**src/rtl/host_if_pkg.sv**
```systemverilog
// Shared types and default sizing for the host frame receiver.
package host_if_pkg;

    typedef enum logic [1:0] {
        ST_IDLE,
        ST_RECV,
        ST_HOLD
    } state_t;

    localparam int unsigned DEF_WORD_W = 8;
    localparam int unsigned DEF_DEPTH  = 256;

endpackage

```
**src/rtl/sync_edge_detect.sv**
```systemverilog
// Multi-flop synchroniser for one asynchronous host line with edge pulses.
module sync_edge_detect #(
    parameter int unsigned STAGES  = 2,
    parameter logic        RST_VAL = 1'b0
) (
    input  logic i_clk,
    input  logic i_rst,
    input  logic i_async,
    output logic o_level,
    output logic o_rise,
    output logic o_fall
);

    logic [STAGES-1:0] r_sync;
    logic              r_hist;

    // Shift the async line through the chain; keep one history flop for edges.
    always_ff @(posedge i_clk) begin
        if (i_rst) begin
            r_sync <= {STAGES{RST_VAL}};
            r_hist <= RST_VAL;
        end else begin
            r_sync <= {r_sync[STAGES-2:0], i_async};
            r_hist <= r_sync[STAGES-1];
        end
    end

    assign o_level = r_sync[STAGES-1];
    assign o_rise  = r_sync[STAGES-1] & ~r_hist;
    assign o_fall  = ~r_sync[STAGES-1] & r_hist;

endmodule

```
**src/rtl/host_frame_receiver.sv**
```systemverilog
// Captures a chip-select framed serial transaction into a word buffer and
// holds it for a downstream consumer until acknowledged.
module host_frame_receiver
    import host_if_pkg::*;
#(
    parameter int unsigned WORD_W      = DEF_WORD_W,
    parameter int unsigned DEPTH       = DEF_DEPTH,
    parameter int unsigned ADDR_W      = $clog2(DEPTH),
    parameter bit          MSB_FIRST   = 1'b0,
    parameter int unsigned SYNC_STAGES = 2
) (
    input  logic              inCLK,
    input  logic              inRST,
    input  logic              inTCK,
    input  logic              inTCS,
    input  logic              inTDI,
    input  logic [ADDR_W-1:0] inRdAddr,
    output logic [WORD_W-1:0] outRdData,
    input  logic              inFrameAck,
    output logic              outFrameDone,
    output logic              outFrameValid,
    output logic [ADDR_W:0]   outWordCount,
    output logic              outOverflow,
    output logic              outPartial,
    output logic              outRejected,
    output logic              outBusy
);

    localparam int unsigned BC_W = (WORD_W > 1) ? $clog2(WORD_W) : 1;
    localparam int unsigned SE_W = $clog2(SYNC_STAGES + 1);
    localparam logic [BC_W-1:0]   BC_LAST     = BC_W'(WORD_W - 1);
    localparam logic [ADDR_W:0]   DEPTH_C     = (ADDR_W + 1)'(DEPTH);
    localparam logic [SE_W-1:0]   SETTLE_LAST = SE_W'(SYNC_STAGES);

    logic w_tck_rise, w_tck_fall, w_tck_lvl;
    logic w_tcs_rise, w_tcs_fall, w_tcs_lvl;
    logic w_tdi_lvl, w_tdi_rise, w_tdi_fall;
    logic w_unused_edges;

    sync_edge_detect #(.STAGES(SYNC_STAGES), .RST_VAL(1'b0)) u_sync_tck (
        .i_clk(inCLK), .i_rst(inRST), .i_async(inTCK),
        .o_level(w_tck_lvl), .o_rise(w_tck_rise), .o_fall(w_tck_fall)
    );
    sync_edge_detect #(.STAGES(SYNC_STAGES), .RST_VAL(1'b1)) u_sync_tcs (
        .i_clk(inCLK), .i_rst(inRST), .i_async(inTCS),
        .o_level(w_tcs_lvl), .o_rise(w_tcs_rise), .o_fall(w_tcs_fall)
    );
    sync_edge_detect #(.STAGES(SYNC_STAGES), .RST_VAL(1'b0)) u_sync_tdi (
        .i_clk(inCLK), .i_rst(inRST), .i_async(inTDI),
        .o_level(w_tdi_lvl), .o_rise(w_tdi_rise), .o_fall(w_tdi_fall)
    );

    assign w_unused_edges = &{1'b0, w_tck_lvl, w_tck_fall, w_tdi_rise, w_tdi_fall};

    state_t              r_state;
    logic [BC_W-1:0]     r_bit_cnt;
    logic [ADDR_W:0]     r_word_cnt;
    logic [WORD_W-1:0]   r_shift;
    logic                r_done, r_valid, r_ovf, r_partial, r_rej;
    logic [SE_W-1:0]     r_settle;
    logic                r_armed;
    logic [WORD_W-1:0]   r_rd_data;
    logic [WORD_W-1:0]   r_mem [DEPTH];

    logic [WORD_W-1:0]   w_shift_next;
    logic                w_bit_in, w_word_end, w_we;

    always_comb begin
        w_shift_next = MSB_FIRST ? {r_shift[WORD_W-2:0], w_tdi_lvl}
                                 : {w_tdi_lvl, r_shift[WORD_W-1:1]};
        // A TCS rise in the same cycle as a TCK rise closes the frame and drops the bit.
        w_bit_in   = (r_state == ST_RECV) && !w_tcs_rise && w_tck_rise && !w_tcs_lvl;
        w_word_end = w_bit_in && (r_bit_cnt == BC_LAST);
        w_we       = !inRST && w_word_end && (r_word_cnt != DEPTH_C);
    end

    // After reset the synchronised TCS only reflects the pin once the chain has
    // flushed; a frame may start only after TCS has then been seen high, so a
    // frame interrupted by reset is never joined mid-way.
    always_ff @(posedge inCLK) begin
        if (inRST) begin
            r_settle <= '0;
            r_armed  <= 1'b0;
        end else if (r_settle != SETTLE_LAST) begin
            r_settle <= r_settle + 1'b1;
        end else if (w_tcs_lvl) begin
            r_armed <= 1'b1;
        end
    end

    // Frame FSM: idle, receiving bits, holding a completed frame.
    always_ff @(posedge inCLK) begin
        if (inRST) begin
            r_state    <= ST_IDLE;
            r_bit_cnt  <= '0;
            r_word_cnt <= '0;
            r_shift    <= '0;
            r_done     <= 1'b0;
            r_valid    <= 1'b0;
            r_ovf      <= 1'b0;
            r_partial  <= 1'b0;
            r_rej      <= 1'b0;
        end else begin
            r_done <= 1'b0;
            case (r_state)
                ST_IDLE: begin
                    if (w_tcs_fall && r_armed) begin
                        r_state    <= ST_RECV;
                        r_bit_cnt  <= '0;
                        r_word_cnt <= '0;
                        r_shift    <= '0;
                        r_ovf      <= 1'b0;
                        r_partial  <= 1'b0;
                    end
                end
                ST_RECV: begin
                    if (w_tcs_rise) begin
                        r_state   <= ST_HOLD;
                        r_done    <= 1'b1;
                        r_valid   <= 1'b1;
                        r_partial <= (r_bit_cnt != '0);
                    end else if (w_bit_in) begin
                        r_shift <= w_shift_next;
                        if (w_word_end) begin
                            r_bit_cnt <= '0;
                            if (r_word_cnt == DEPTH_C) begin
                                r_ovf <= 1'b1;
                            end else begin
                                r_word_cnt <= r_word_cnt + 1'b1;
                            end
                        end else begin
                            r_bit_cnt <= r_bit_cnt + 1'b1;
                        end
                    end
                end
                ST_HOLD: begin
                    if (inFrameAck) begin
                        r_state <= ST_IDLE;
                        r_valid <= 1'b0;
                        r_rej   <= 1'b0;
                    end else if (w_tcs_fall) begin
                        r_rej <= 1'b1;
                    end
                end
                default: r_state <= ST_IDLE;
            endcase
        end
    end

    // Buffer write port; contents deliberately not reset.
    always_ff @(posedge inCLK) begin
        if (w_we) begin
            r_mem[r_word_cnt[ADDR_W-1:0]] <= w_shift_next;
        end
    end

    // Registered buffer read port.
    always_ff @(posedge inCLK) begin
        if (inRST) begin
            r_rd_data <= '0;
        end else begin
            r_rd_data <= r_mem[inRdAddr];
        end
    end

    assign outRdData     = r_rd_data;
    assign outFrameDone  = r_done;
    assign outFrameValid = r_valid;
    assign outWordCount  = r_word_cnt;
    assign outOverflow   = r_ovf;
    assign outPartial    = r_partial;
    assign outRejected   = r_rej;
    assign outBusy       = (r_state == ST_RECV);

endmodule

```
**config.mk**
```make
export PLATFORM = sky130hd
export DESIGN_NAME = host_frame_receiver
export DESIGN_NICKNAME = d
export VERILOG_FILES = /design/src/rtl/host_if_pkg.sv /design/src/rtl/sync_edge_detect.sv /design/src/rtl/host_frame_receiver.sv
export SDC_FILE = /design/constraint.sdc
export NUM_CORES = 2
export LEC_CHECK = 0
export BUFFER_PORTS_ARGS = -buffer_cell sky130_fd_sc_hd__buf_2
export CORE_ASPECT_RATIO = 0.75
export CORE_MARGIN = 2
export CORE_UTILIZATION = 33
export CTS_CLUSTER_SIZE = 28
export DETAILED_ROUTE_END_ITERATION = 16
export GPL_TIMING_DRIVEN = 0
export PLACE_DENSITY = 0.54
export SKIP_LAST_GASP = 1
export SYNTH_ARGS = -nofsm -noshare
export SYNTH_HDL_FRONTEND = slang
export SYNTH_SLANG_ARGS = --single-unit
```
**constraint.sdc**
```tcl
create_clock -name inCLK -period 5.57 [get_ports inCLK]
set_input_delay 0.8355 -clock inCLK [delete_from_list [all_inputs] [get_ports inCLK]]
set_output_delay 0.8355 -clock inCLK [all_outputs]
set_load 0.02 [all_outputs]
```
==> reports/results.md <==
| Parameter | Value | Unit |
|---|---|---|
| Critical Path Source | inRdAddr[4] | - |
| Wire length of the first global-routing pass | 414.4 | mm |
| Max cap viols | 5 | - |
| Area added between synthesis and finish | 13.67 | % |
| Net total in the final layout | 4499 | - |
| Ratio of total power to cell area | 343.4 | nW/um^2 |
| Min Clock Period, post-route | 6.031 | ns |
| I/O pin total | 37 | - |
| Via count of the first global-routing pass | 43400 | - |
| Synthesized flop and latch total | 2093 | - |
| Highest ir drop seen on vdd | 0.0002567 | V |
| Routed wire length | 321.8 | mm |
| Unrepaired setup endpoints after global routing | false | - |
| Post-synthesis cell count | 4210 | - |
| Die Ht | 435.5 | um |
| Synthesized net count | 4232 | - |
| Failing checks | capacitance limit, slew limit, setup timing | - |
| Max frequency | 165.8 | MHz |
| Placer congestion estimate | 1.003 | - |
| Post-synth top area cell | sky130_fd_sc_hd__edfxtp_1 | - |
| Count of warnings emitted by yosys | 0 | - |
| Count of TritonRoute iterations in the first routing pass | 8 | - |
| Number of buffers inserted during clock tree synthesis | 202 | - |
| Critical path data required time | 6.26 | ns |
| Critical setup path kind | in -> reg | - |
| Met1 track utilization from global routing | 0.3591 | - |
| Proportion of layout cells with a drive suffix above 1 | 0.1909 | - |
| CTS Root Cell | sky130_fd_sc_hd__clkbuf_16 | - |
| Combined global-route utilization of all metal layers | 0.2492 | - |
| Antenna violations before repair | 32 | - |
| Largest net degree at the start of global routing | 93 | - |
| Number of endpoints failing setup at the final stage | 7 | - |
| Worst setup skew after layout | 0.07500 | ns |
| Post-CTS setup-driven buffer insertion count | 0 | - |
| Met3 layer usage reported by global route | 0.1026 | - |
| Stage delay of the slowest cell on the critical path | 1.26 | ns |
| Mapped Avg Cell Area | 19.46 | sq um |
| Setup crit end kind | register | - |
| Standard cell with the maximum stage delay on the critical path | sky130_fd_sc_hd__clkbuf_1 | - |
| Via count | 48010 | - |
| DIE AREA | 252300 | sq um |
| Predominant post-synthesis flop cell | sky130_fd_sc_hd__edfxtp_1 | - |
| DRC Markers | 0 | - |
| Share of Yosys cell area claimed by the top area cell type | 0.7508 | - |
| CP Launch Type | input port | - |
| Leading post-synthesis cells by cell area | sky130_fd_sc_hd__edfxtp_1 75%, sky130_fd_sc_hd__mux4_2 9.8%, sky130_fd_sc_hd__mux2i_1 3.9% | - |
| Slew at the pin with the worst max-slew slack | 1.651 | ns |
| Leakage | 29.36 | nW |
| Met2 Resource Use GR | 0.3324 | - |
| Number of hold violations in the final report | 0 | - |
| Clock slew at the register clock pins of the worst setup and hold paths | 0.07 | ns |
| First-iteration detailed-routing DRC count | 9377 | - |
| Sequential element share of the synthesized area | 0.7618 | - |
| Critical R2R Launch | outWordCount[7] | - |
| Buffers & Inverters on Critical Path | 5 | - |
| Power Total | 31.98 | mW |
| End-of-flow core utilization | 0.3768 | - |
| Routed vias/inst | 6.063 | - |
| Top delay family on crit path | buffers and inverters | - |
| Area of the mapped netlist | 81920 | sq um |
| Maximum fanout along the worst path | 10 | - |
| Deepest clock path buffer count | 4 | - |
| Launch point of the worst hold path | inTCS | - |
| Worst Path Arrival | 6.72 | ns |
| Share of synthesized flip-flops with an asynchronous set or reset | 0 | - |
| Most common library cell in the layout ignoring fill and taps | sky130_fd_sc_hd__edfxtp_1 | - |
| Class of the worst hold path | in -> reg | - |
| Insertion delay of the later-clocked pin in the worst-skew pair | 0.90 | ns |
| Series of cell instances along the critical path | buf_2, nor2b_1, clkbuf_1, clkbuf_2, clkbuf_1, clkbuf_1, a22oi_1, nand2_1, nand3_1, o22ai_1 | - |
| Dominant cell type by count on the critical path | sky130_fd_sc_hd__clkbuf_1 | - |
| Pre-CTS worst setup slack | -1.548 | ns |
| Hold slack final | 0.1407 | ns |
| Instance area at placement | 86970 | sq um |
| Total half-perimeter wirelength after legalization and detailed placement | 217.6 | mm |
| Tcrit/Tclk final | 1.083 | - |
| Final Worst Setup Slack | -0.4607 | ns |
| Count of input and output buffers | 35 | - |
| Max-Slew Margin vs Limit | -0.1005 | - |
| Core region area | 247100 | sq um |
| Most frequent cells in the layout | 2048 x sky130_fd_sc_hd__edfxtp_1, 355 x sky130_fd_sc_hd__mux4_2, 334 x sky130_fd_sc_hd__nor2_1 | - |
| Number of enable flip-flop cells after synthesis | 2048 | - |
| Number of sinks handled by clock tree synthesis | 2093 | - |
| Effective utilization at floorplan | 0.3315 | - |
| Number of cell rows | 158 | - |
| Result of the run | finished, violations left | - |
| Number of distinct library cell variants in the gate-level netlist after synthesis | 69 | - |
| Antenna viol nets, final | 0 | - |
| Area of all placed cells without fillers | 93110 | sq um |
| CTS HTree Levels | 4 | - |
| Max-slew violation count | 55 | - |
| Detail-routed net length per standard cell | 40.64 | um |
| DIE WIDTH | 579.3 | um |
| Busiest layer in global routing | met1 | - |
| Sum of overflow across all layers after global routing | 0 | - |
| CTS tree | built | - |
[state kept, by name (all words and copies together), names as in the netlist, 2 cells and up]
name	count
r_settle	2
r_mem	2048
outRdData	8
u_sync_tck.r_sync	2
outWordCount	9
r_state	2
r_bit_cnt	3
r_shift	7
u_sync_tdi.r_sync	2
u_sync_tcs.r_sync	2
[path summary, 6_finish.rpt]
check	endpoint	slack, ns	cells past startpoint
hold / removal	u_sync_tcs.r_sync[0]	0.14	2
hold reg to reg	u_sync_tck.r_sync[1]	0.41	1
setup / recovery	outRdData[6]	-0.46	10
setup reg to reg	r_mem[171][6]	0.57	8
[final cells by class]
class,count,area (sq um)
fill,22620,154000
sequential,2093,62430
multi-input combinational,1854,17720
clock buffer,255,5349
tap,3280,4104
buffer,252,1802
timing repair buffer,63,882.1
clock inverter,98,758.2
inverter,11,41.29
antenna,12,30.03
[per-layer routing]
metal	part of all wire	vias up
li1	-	17740
met1	0.40	25640
met2	0.40	3992
met3	0.16	631
met4	0.042	6
met5	0.00093	-
[cell families (layout without fill, tap and decap cells)]
family,count (synthesis),after routing,synth area share
compound gates,421,421,0.03504
buf+inv,263,679,0.02221
fa+ha+maj,8,8,0.001222
simple gates,735,735,0.03999
xor+xnor,9,9,0.0009623
other cells,0,12,0
flops,2093,2093,0.7618
mux,681,681,0.1388
[per-stage QoR]
step / TNS [ns] / std cells
final: -1.857 / 7918
after global routing: 0 / 7912
after CTS: 0 / 7906
after detailed placement: -7.955 / 7553
after global placement: -6141.76 / 7525
after floorplan: 0 / 4210
[repair_timing]
item | in CTS | in global routing
endpoints found under the setup margin | 5 | 0
resized for setup | 3 | 0
hold buffers | 0 | 0
[where the power goes]
part / internal, mW / switching, mW
registers: 17.0 / 0.0119
logic: 0.353 / 1.19
clock network: 7.27 / 6.10
total: 24.7 / 7.30
[cells in the mapped netlist, types with 4 or more instances]
cell type / n
sky130_fd_sc_hd__inv_1: 10
sky130_fd_sc_hd__mux2i_1: 319
sky130_fd_sc_hd__buf_12: 4
sky130_fd_sc_hd__nor3_1: 54
sky130_fd_sc_hd__ha_1: 8
sky130_fd_sc_hd__nand2_1: 176
sky130_fd_sc_hd__a211oi_1: 38
sky130_fd_sc_hd__buf_6: 53
sky130_fd_sc_hd__clkbuf_4: 4
sky130_fd_sc_hd__dfxtp_1: 45
sky130_fd_sc_hd__o221ai_1: 71
sky130_fd_sc_hd__o2111ai_1: 4
sky130_fd_sc_hd__a22oi_1: 57
sky130_fd_sc_hd__a31oi_1: 7
sky130_fd_sc_hd__o31ai_1: 5
sky130_fd_sc_hd__nor4_1: 15
sky130_fd_sc_hd__and3_1: 12
sky130_fd_sc_hd__mux4_2: 355
sky130_fd_sc_hd__o22ai_1: 85
sky130_fd_sc_hd__nand4_1: 14
sky130_fd_sc_hd__or2_2: 6
sky130_fd_sc_hd__or3_1: 5
sky130_fd_sc_hd__and2_1: 9
sky130_fd_sc_hd__nor3b_1: 5
sky130_fd_sc_hd__buf_1: 15
sky130_fd_sc_hd__nor2b_1: 20
sky130_fd_sc_hd__buf_4: 16
sky130_fd_sc_hd__nand2_4: 4
sky130_fd_sc_hd__or4_1: 6
sky130_fd_sc_hd__mux4_1: 7
sky130_fd_sc_hd__nand2b_1: 5
sky130_fd_sc_hd__edfxtp_1: 2048
sky130_fd_sc_hd__nand3_1: 50
sky130_fd_sc_hd__xor2_1: 6
sky130_fd_sc_hd__buf_8: 12
sky130_fd_sc_hd__clkbuf_1: 80
sky130_fd_sc_hd__a221oi_1: 5
sky130_fd_sc_hd__buf_2: 59
sky130_fd_sc_hd__clkbuf_8: 8
sky130_fd_sc_hd__o21ai_0: 43
sky130_fd_sc_hd__a21oi_1: 83
sky130_fd_sc_hd__nand3b_1: 4
sky130_fd_sc_hd__nor2_1: 334
sky130_fd_sc_hd__nand3_2: 4
No activity file was read; power rests on OpenSTA's default activity.
